`config.mk`:
```
export PLATFORM = sky130hd
export DESIGN_NAME = tt_sweep_ctrl
export DESIGN_NICKNAME = d
export VERILOG_FILES = /design/src/rtl/tt_sweep_ctrl.sv
export SDC_FILE = /design/constraint.sdc
export NUM_CORES = 1
export LEC_CHECK = 0
export ABC_AREA = 0
export CORE_UTILIZATION = 50
export DETAILED_ROUTE_END_ITERATION = 12
export HOLD_SLACK_MARGIN = 0.06
export PLACE_DENSITY_LB_ADDON = 0.08
export SLEW_MARGIN = 30
export SYNTH_ARGS = -nofsm -noshare
export SYNTH_HDL_FRONTEND = slang
export SYNTH_SLANG_ARGS = --single-unit
```
`constraint.sdc`:
```
create_clock -name clk -period 2.4 [get_ports clk]
set_input_delay 0.36 -clock clk [delete_from_list [all_inputs] [get_ports clk]]
set_output_delay 0.36 -clock clk [all_outputs]
set_load 0.05 [all_outputs]
```
`src/rtl/tt_sweep_ctrl.sv`:
```
// tt_sweep_ctrl: sweeps a 3-input evaluator through all 8 vectors, captures and checks its truth table (optional TT_FIRST_FAIL_EN)
module tt_sweep_ctrl #(
  parameter int SETTLE_CYCLES = 2
) (
  input  logic       clk,
  input  logic       rst,
  input  logic       start,
  input  logic [7:0] expected,
  output logic       B,
  output logic       C,
  output logic       D,
  input  logic       y_in,
  output logic       busy,
  output logic       done,
  output logic [7:0] result,
  output logic       pass,
`ifdef TT_FIRST_FAIL_EN
  output logic [2:0] first_fail_idx,
  output logic       first_fail_valid,
`endif
  output logic [3:0] mismatch_count
);
  typedef enum logic [1:0] {S_IDLE, S_DRIVE, S_SAMPLE, S_DONE} state_t;
  localparam logic [3:0] RELOAD = 4'(SETTLE_CYCLES - 1);
  state_t state;
  logic [2:0] idx;
  logic [3:0] cnt;
  logic [7:0] exp_l;
  logic [7:0] res_n;
  logic miss;
  assign {B, C, D} = (state == S_DRIVE || state == S_SAMPLE) ? idx : 3'd0;
  // result as it will look once the current vector's Y is folded in
  always_comb begin
    res_n = result;
    res_n[idx] = y_in;
    miss = y_in != exp_l[idx];
  end
  // sweep sequencer with registered status outputs
  always_ff @(posedge clk) begin
    if (rst) begin
      state <= S_IDLE;
      idx <= '0;
      cnt <= '0;
      exp_l <= '0;
      busy <= 1'b0;
      done <= 1'b0;
      result <= '0;
      pass <= 1'b0;
      mismatch_count <= '0;
`ifdef TT_FIRST_FAIL_EN
      first_fail_idx <= '0;
      first_fail_valid <= 1'b0;
`endif
    end else begin
      done <= 1'b0;
      case (state)
        S_IDLE: if (start) begin
          exp_l <= expected;
          result <= '0;
          mismatch_count <= '0;
          pass <= 1'b0;
          idx <= '0;
          busy <= 1'b1;
          cnt <= RELOAD;
          state <= S_DRIVE;
`ifdef TT_FIRST_FAIL_EN
          first_fail_idx <= '0;
          first_fail_valid <= 1'b0;
`endif
        end
        S_DRIVE: if (cnt == '0) state <= S_SAMPLE; else cnt <= cnt - 4'd1;
        S_SAMPLE: begin
          result <= res_n;
          if (miss) mismatch_count <= mismatch_count + 4'd1;
`ifdef TT_FIRST_FAIL_EN
          if (miss && !first_fail_valid) begin
            first_fail_idx <= idx;
            first_fail_valid <= 1'b1;
          end
`endif
          if (idx == 3'd7) begin
            state <= S_DONE;
            done <= 1'b1;
            busy <= 1'b0;
            pass <= res_n == exp_l;
          end else begin
            idx <= idx + 3'd1;
            cnt <= RELOAD;
            state <= S_DRIVE;
          end
        end
        default: state <= S_IDLE;
      endcase
    end
  end
endmodule
```
Word level (Yosys, flattened, before mapping)
Index checks and enable logic that the tools add are counted.
{ "word_totals": {"input_bits": 12, "reg_bits": 32, "out_inout_bits": 18, "elab_cells": 69} }
{ "op_classes": {"n_lt_le_gt_ge": 2, "mux": 29, "bitwise_logic": 1, "n_eq_ne": 11, "n_addsub": 3, "reduce_logical": 14} }
{ "ops": {"columns": ["op", "count"], "rows": [
  ["$mux 4", 5],
  ["$pmux 8 s2", 1],
  ["$pmux 4 s3", 1],
  ["$mux 3", 3],
  ["$reduce_and 3->1", 3],
  ["$bwmux 8", 1],
  ["$eq 8x8->1", 1],
  ["$mux 8", 1],
  ["$ne 2x2->1 const B", 4],
  ["$pmux 4 s2", 1],
  ["$mux 1", 7],
  ["$mux 2", 3],
  ["$pmux 2 s3", 1],
  ["$pmux 3 s2", 1],
  ["$reduce_and 2->1", 3],
  ["$add 4x1->4 const B", 1],
  ["$logic_not 4->1", 1],
  ["$lt 3x4->1 const B", 1],
  ["$ne 2x1->1 const B", 2],
  ["$pmux 1 s2", 2],
  ["$reduce_and 4->1", 1],
  ["$sub 4x1->4 const B", 1],
  ["$add 3x1->3 const B", 1],
  ["$bmux 1 s3", 1],
  ["13 further kinds", 13]
]} }

Depth between registers and ports, before layout
{ "depth": {"ltp_word": 8, "depth_mapped": 8, "ltp_nobuf": 7} }

Worst setup path before layout
Ideal clock, no wire load.
{ "synth_timing": {"kind": "register -> register", "startpoint": "register idx[0]", "endpoint": "register mismatch_count[0]", "required_ns": 2.330, "stages_incl_launch_ff": 7, "arrival_ns": 1.738, "synth_period_minus_slack_ns": 1.808, "setup_ns": 0.070, "n_path_buf": 1, "path_slack_ns": 0.592, "path_cell_list": "dfxtp_1 > buf_6 > mux2i_1 > mux4_2 > xor2_1 > or4_1 > a21oi_1"} }
{ "synth_via": {"elab_chain_cells": 5} }
{ "synth_lines": {"columns": ["item", "line", "source"], "rows": [
  ["start, declared", "26", "logic [2:0] idx;"],
  ["start signal, assigned", "87", "idx <= idx + 3'd1;"],
  ["$bmux 1 s3", "36", "miss = y_in != exp_l[idx];"],
  ["$mux 1 (implied by the code)", "36", null],
  ["$ne 1x1->1", "36", null],
  ["$ne 2x2->1 (no source line)", null, null],
  ["$reduce_and 3->1 (no source line)", null, null],
  ["end signal, assigned", "74", "if (miss) mismatch_count <= mismatch_count + 4'd1;"],
  ["end, declared", "21", "output logic [3:0] mismatch_count"]
]} }
No other way between the ends. The select of a mux whose other input is x is not followed.
A chain may end at the register's enable or synchronous reset.

Worst setup path in the final report
{ "layout_timing": {"startpoint": "register idx[0]", "endpoint": "register mismatch_count[2]"} }
The elaborated chain is that of the path after synthesis.

==> results.toml <==
[flow_run]
maxCapViolations = 0

[placement]
place.gp.congestion = 0.873
post-dp-hpwl_um = 3080
dpl.cell_count = 302
place_area_um2 = 2230
io_buffers = 29

[die]
die_y_um = 63.5
die_w_um = 63.5
top_level_ports = 30
rows = 21
core_area_um2 = 3470
initial_core_util = 0.544
die_area_um2 = 4030

[logic_synthesis]
syn_inst = 233
ys_ff_latch = 32
synth_flop_cell = "dfxtp_1"
async_reset_ff_frac = 0
yosysSeqAreaShare = 0.339
yosys.cell_types.count = 37
synth_nets = 254
ys_warn_count = 0
syn-cell-area_um2 = 1890
synth-edff-count = 0
syn-mean-instance-area_um2 = 8.10

[setup_path]
endpoint_kind = "register"
worstReg2RegStart = "idx[0]"
r2r_setup_slack_ns = 0.27
reg2reg_depth = 5
worstPathArrival_ns = 2.34
start_kind = "register"
r2r-end = "mismatch_count[2]"
cp_data_required_time_ns = 2.61
crit_type = "reg -> reg"
worstPathMaxFanout = 14

[sta]
rsz0062_at_grt = "false"
post-route-period-util = 0.887
final-setup-viol-count = 0
fin_hold_ws_ns = 0.476
finalSetupTns_ns = 0
min_period_ns = 2.13
slew_headroom = 0.636
drv_slew = 0
fmax_mhz = 470
fin_worst_skew_ns = 0.00399
worst_pin_slew_ns = 0.544
hold_violations = 0

[routing]
wl_um = 4400
drc = 0
first_iter_violations = 127
wl_per_cell_um = 14.2
firstDrtPassIters = 4
vias = 1731
drtAntennaViolNets = 0
viasPerCell = 5.58

[min_path]
holdCritStartpoint = "busy"
hp-class = "reg -> reg"
hold_path_end = "busy"
holdPathStages = 2

[power]
leakagePower_nw = 0.912
p_per_area_nw_per_um2 = 813
total_power_mw = 1.89
vdd_drop_max_v = 0.000401

[global_route]
grt_max_degree = 31
grt_pass1_vias = 1645
grt-ovfl-total = 0
grt_pass1_wl_um = 7600
antenna_found_initial = 0
grt_use_total = 0.244

[clock_network]
clk_latency_ns = 0.28
cts_max_path_buffers = 2
clock-sinks = 32
cts_max_level = 2
cts-buffers-inserted = 5
path_clk_slew_ns = 0.07
root_buffer = "clkbuf_8"
cts_tree = "done"

[status]
status = "finished, final reports clean"

[layout]
layout-drive-gt1-share = 0.0644
stdcell_area_um2 = 2320
stdcell_count = 310
final_nets = 284
diodes = 0
syn2layout_area_growth_pct = 23.1
-- critical path, stage by stage (launching register included) --
cell	delay [ns]
dfxtp_1	0.65
mux2i_1	0.14
mux4_2	0.56
mux2i_1	0.20
or3_1	0.36
a21oi_1	0.15
-- metrics by stage --
stage          setup WS [ns]   util
3_3_place_gp           0.359  0.643
2_1_floorplan          0.592      -
6_report               0.270  0.670
3_5_place_dp           0.295  0.643
4_1_cts               0.0403  0.669
5_1_grt               0.0954  0.670
-- cell type report --
type / instances / area (um2)
well taps: 46 / 57.6
repair buffers: 36 / 345
inverters: 5 / 18.8
fillers: 306 / 1140
clock buffers: 8 / 90.1
multi-input cells: 183 / 1170
flip-flops and latches: 32 / 641
-- synth_stat cells, types with 2 or more instances --
master / count / area share
dfxtp_1: 32 / 0.34
a21oi_1: 27 / 0.072
nand2_1: 26 / 0.052
nor2_1: 21 / 0.042
o21ai_0: 13 / 0.034
clkbuf_1: 12 / 0.024
mux2i_1: 10 / 0.053
ha_1: 9 / 0.060
xor2_1: 8 / 0.037
nand3_1: 6 / 0.016
nor3b_1: 6 / 0.024
inv_1: 5 / 0.0099
nand2b_1: 5 / 0.017
nor2b_1: 5 / 0.017
a21o_1: 4 / 0.016
a32oi_1: 4 / 0.019
and2_1: 4 / 0.013
a2bb2oi_1: 3 / 0.014
nand3b_1: 3 / 0.012
nand4_1: 3 / 0.0099
nor3_1: 3 / 0.0079
a211oi_1: 2 / 0.0079
a22o_1: 2 / 0.0093
a22oi_1: 2 / 0.0079
a311oi_1: 2 / 0.0093
and3b_1: 2 / 0.0093
or3_1: 2 / 0.0066
or4_1: 2 / 0.0079
xnor2_1: 2 / 0.0093
-- state kept, by name, indices dropped and copies added, names as in the netlist --
name,cells
pass,1
cnt,4
mismatch_count,4
done,1
exp_l,8
busy,1
idx,3
result,8
state,2
-- how the worst max path moves through the flow --
| stage | slack (ns) | cells after the start | start | end |
|---|---|---|---|---|
| 2_1_floorplan | 0.59 | 6 | idx[0] | mismatch_count[0] |
| 3_5_place_dp | 0.29 | 5 | idx[0] | mismatch_count[2] |
| 5_1_grt | 0.1 | 5 | idx[0] | mismatch_count[2] |
| 4_1_cts | 0.04 | 4 | state[1] | B |
| 3_3_place_gp | 0.36 | 5 | idx[0] | mismatch_count[2] |
| 6_report | 0.27 | 5 | idx[0] | mismatch_count[2] |
-- power by group --
part | leakage [nW] | switching, mW | internal (mW)
Combinational | 0.606 | 0.481 | 0.319
Sequential | 0.260 | 0.0708 | 0.593
Clock | 0.0455 | 0.193 | 0.234
-- cell families after synthesis --
family | count (synthesis) | share of synthesized area
AOI/OAI and AO/OA | 63 | 0.206
xor gates and xnor gates | 10 | 0.0464
adders and majority gates | 9 | 0.0596
buffers and inverters | 18 | 0.0398
DFF | 32 | 0.339
muxes | 12 | 0.0709
and+or+nand+nor | 89 | 0.238
-- cell usage in the layout (no fill, tap or decap), types with 3 or more instances in the layout --
cell / instances
nand3b_1: 3
nor2_1: 21
xor2_1: 8
buf_4: 8
a32oi_1: 4
clkdlybuf4s50_1: 26
nor3b_1: 6
a21o_1: 4
inv_1: 5
nand4_1: 3
nand3_1: 6
dfxtp_1: 32
a21oi_1: 27
clkbuf_8: 6
ha_1: 9
nand2_1: 26
nor3_1: 3
and2_1: 4
mux2i_1: 10
a2bb2oi_1: 3
nor2b_1: 5
nand2b_1: 5
o21ai_0: 13
-- routing by layer --
layer,global-route usage,wire (um)
met2,0.392,2040
met1,0.298,2110
met4,0.108,36
met3,0.0707,210
met5,0,0
-- what timing repair did --
action                                  4_1_cts  5_1_grt
resized for setup                             0        2
endpoints found under the setup margin        0        2
setup buffers                                 0        0
hold buffers                                  0        0
Power figures use the tool's default switching activity.
==> RTL edit (same flow settings) <==
Register the output `mismatch_count` once more, with the module's reset; this adds one clock of latency there. The other outputs are not delayed to match.
--- a/src/rtl/tt_sweep_ctrl.sv
+++ b/src/rtl/tt_sweep_ctrl.sv
@@ -22,6 +22,8 @@
 );
   typedef enum logic [1:0] {S_IDLE, S_DRIVE, S_SAMPLE, S_DONE} state_t;
   localparam logic [3:0] RELOAD = 4'(SETTLE_CYCLES - 1);
+
+  logic [3:0] mismatch_count_s0;
   state_t state;
   logic [2:0] idx;
   logic [3:0] cnt;
@@ -46,7 +48,7 @@
       done <= 1'b0;
       result <= '0;
       pass <= 1'b0;
-      mismatch_count <= '0;
+      mismatch_count_s0 <= '0;
 `ifdef TT_FIRST_FAIL_EN
       first_fail_idx <= '0;
       first_fail_valid <= 1'b0;
@@ -57,7 +59,7 @@
         S_IDLE: if (start) begin
           exp_l <= expected;
           result <= '0;
-          mismatch_count <= '0;
+          mismatch_count_s0 <= '0;
           pass <= 1'b0;
           idx <= '0;
           busy <= 1'b1;
@@ -71,7 +73,7 @@
         S_DRIVE: if (cnt == '0) state <= S_SAMPLE; else cnt <= cnt - 4'd1;
         S_SAMPLE: begin
           result <= res_n;
-          if (miss) mismatch_count <= mismatch_count + 4'd1;
+          if (miss) mismatch_count_s0 <= mismatch_count_s0 + 4'd1;
 `ifdef TT_FIRST_FAIL_EN
           if (miss && !first_fail_valid) begin
             first_fail_idx <= idx;
@@ -93,4 +95,12 @@
       endcase
     end
   end
+  always_ff @(posedge clk) begin
+    if (rst) begin
+      mismatch_count <= '0;
+    end else begin
+      mismatch_count <= mismatch_count_s0;
+    end
+  end
+
 endmodule
Behaviour: not the same (Yosys sat finds a counterexample within 10 cycles, from zero or initial values and one cycle with rst high).
==> RTL edit against the unedited design <==
Final area is 6.8% higher. Routed wire length grew 2.9%. Total power down 15%. Clock skew increased by 0.0035 ns. Sequential cell count is 4 higher. Worst hold slack improved by 0.017 ns. Setup slack improved by 0.038 ns. Area after synthesis grew 8.0%. Global-route usage down 0.37 points. Critical path type unchanged. Largest cell class unchanged.
==> RTL edit: results (changes against the unedited design) <==
grt_pass1_wl_um: 7820  # +2.9%
synthCells: 239  # +2.6%
drt_wl_total_um: 4530  # +2.9%
diodes: 0  # unchanged
syn_nets: 260  # +2.4%
synth_common_cells: "dfxtp_1, nand2_1, nor2_1"
grtUsageTotal: 0.240  # -0.00373
dp_hpwl_um: 3270  # +6.2%
r2r-end: "mismatch_count_s0[3]$_SDFFE_PP0P_"
hp-start: "mismatch_count_s0[3]$_SDFFE_PP0P_"
r2r_setup_slack_ns: 0.31  # +0.04 ns
dpl_cell_area_sq_um: 2390  # +7.1%
dp_slack_ns: 0.255  # -0.0396 ns
place_congestion: 0.841  # -3.6%
relSlewSlack: 0.645  # +0.00853
min_to: "mismatch_count[3]$_SDFF_PP0_"
grt_pass1_vias: 1630  # -0.91%
wl_per_cell_um: 14.2  # about the same
drive_above_1_share: 0.107  # +0.0426
dp.cells: 311  # +3.0%
leakagePower_nw: 0.918  # +0.65%
grt_start_max_net_pins: 35  # +13%
yosys-top-cells-area: "dfxtp_1, mux2i_1, ha_1, nand2_1, a22oi_1"
vias: 1759  # +1.6%
fin_skew_ns: 0.00747  # +0.00348 ns
hold_depth: 1  # -1
status: "finished clean"
yosys.cell_types.count: 49  # +32%
synth_seq_area_share: 0.353  # +0.0141
hold_ws_ns: 0.493  # +0.0168 ns
peakVddDrop_v: 0.000367  # -8.3%
dr.first_iter.drc_count: 80  # -37%
numCtsBuffers: 5  # unchanged
critPathMaxFanout: 9  # -5
fillCellCount: 354  # +16%
nets: 291  # +2.5%
-- RTL edit: changes by cell type after synthesis, sizes merged, moves of 4 or more --
cell,delta
a32oi,-4
a22oi,+9
dfxtp,+4
a21oi,-11
buf,+5
nand3,-5
nand2b,+4
xor2,-6
-- RTL edit: per-layer routing --
metal  up-vias  track usage  share of wire
met2        35        0.357           0.42
li1        917            -              -
met4         0       0.0815          0.014
met3         6       0.0655          0.043
met1       801        0.330           0.53
met5         -            0              0
-- RTL edit: logic make-up after synthesis --
group                    synth area share
flip-flops                          0.353
XOR/XNOR                           0.0337
buffers and inverters              0.0448
AO/OA/AOI/OAI                       0.187
adder cells (fa/ha/maj)            0.0552
multiplexers                       0.0865
AND/OR/NAND/NOR                     0.240
-- RTL edit: area by class of cell --
class	count	area [sq um]	share of cell area
multi-input cells	182	1230	0.494
flip-flops and latches	36	721	0.290
repair buffers	39	358	0.144
clock buffers	7	86.3	0.0348
well taps	48	60.1	0.0242
inverters	6	22.5	0.00907
clock inverters	1	7.51	0.00302
-- RTL edit: worst max-delay path by stage --
stage                         from                           endpoint  slack, ns
4_1_cts        idx[0]$_SDFFE_PP0P_  mismatch_count_s0[3]$_SDFFE_PP0P_       0.31
3_3_place_gp                  y_in                  pass$_SDFFE_PP0P_       0.33
2_1_floorplan  idx[0]$_SDFFE_PP0P_  mismatch_count_s0[2]$_SDFFE_PP0P_       0.58
6_report       idx[0]$_SDFFE_PP0P_  mismatch_count_s0[3]$_SDFFE_PP0P_       0.31
3_5_place_dp                  y_in                  pass$_SDFFE_PP0P_       0.26
5_1_grt        idx[0]$_SDFFE_PP0P_  mismatch_count_s0[2]$_SDFFE_PP0P_       0.19
-- RTL edit: report_power, final --
part           internal (mW)  switching [mW]
Combinational          0.201           0.276
Clock                  0.233           0.217
Sequential             0.637          0.0502
-- RTL edit: worst max-delay path: stages, from the launching register on --
cell and delay [ns]:
dfxtp_1 0.58, mux2i_1 0.13, mux4_2 0.56, mux2i_4 0.24, or3_1 0.35, a21oi_1 0.16
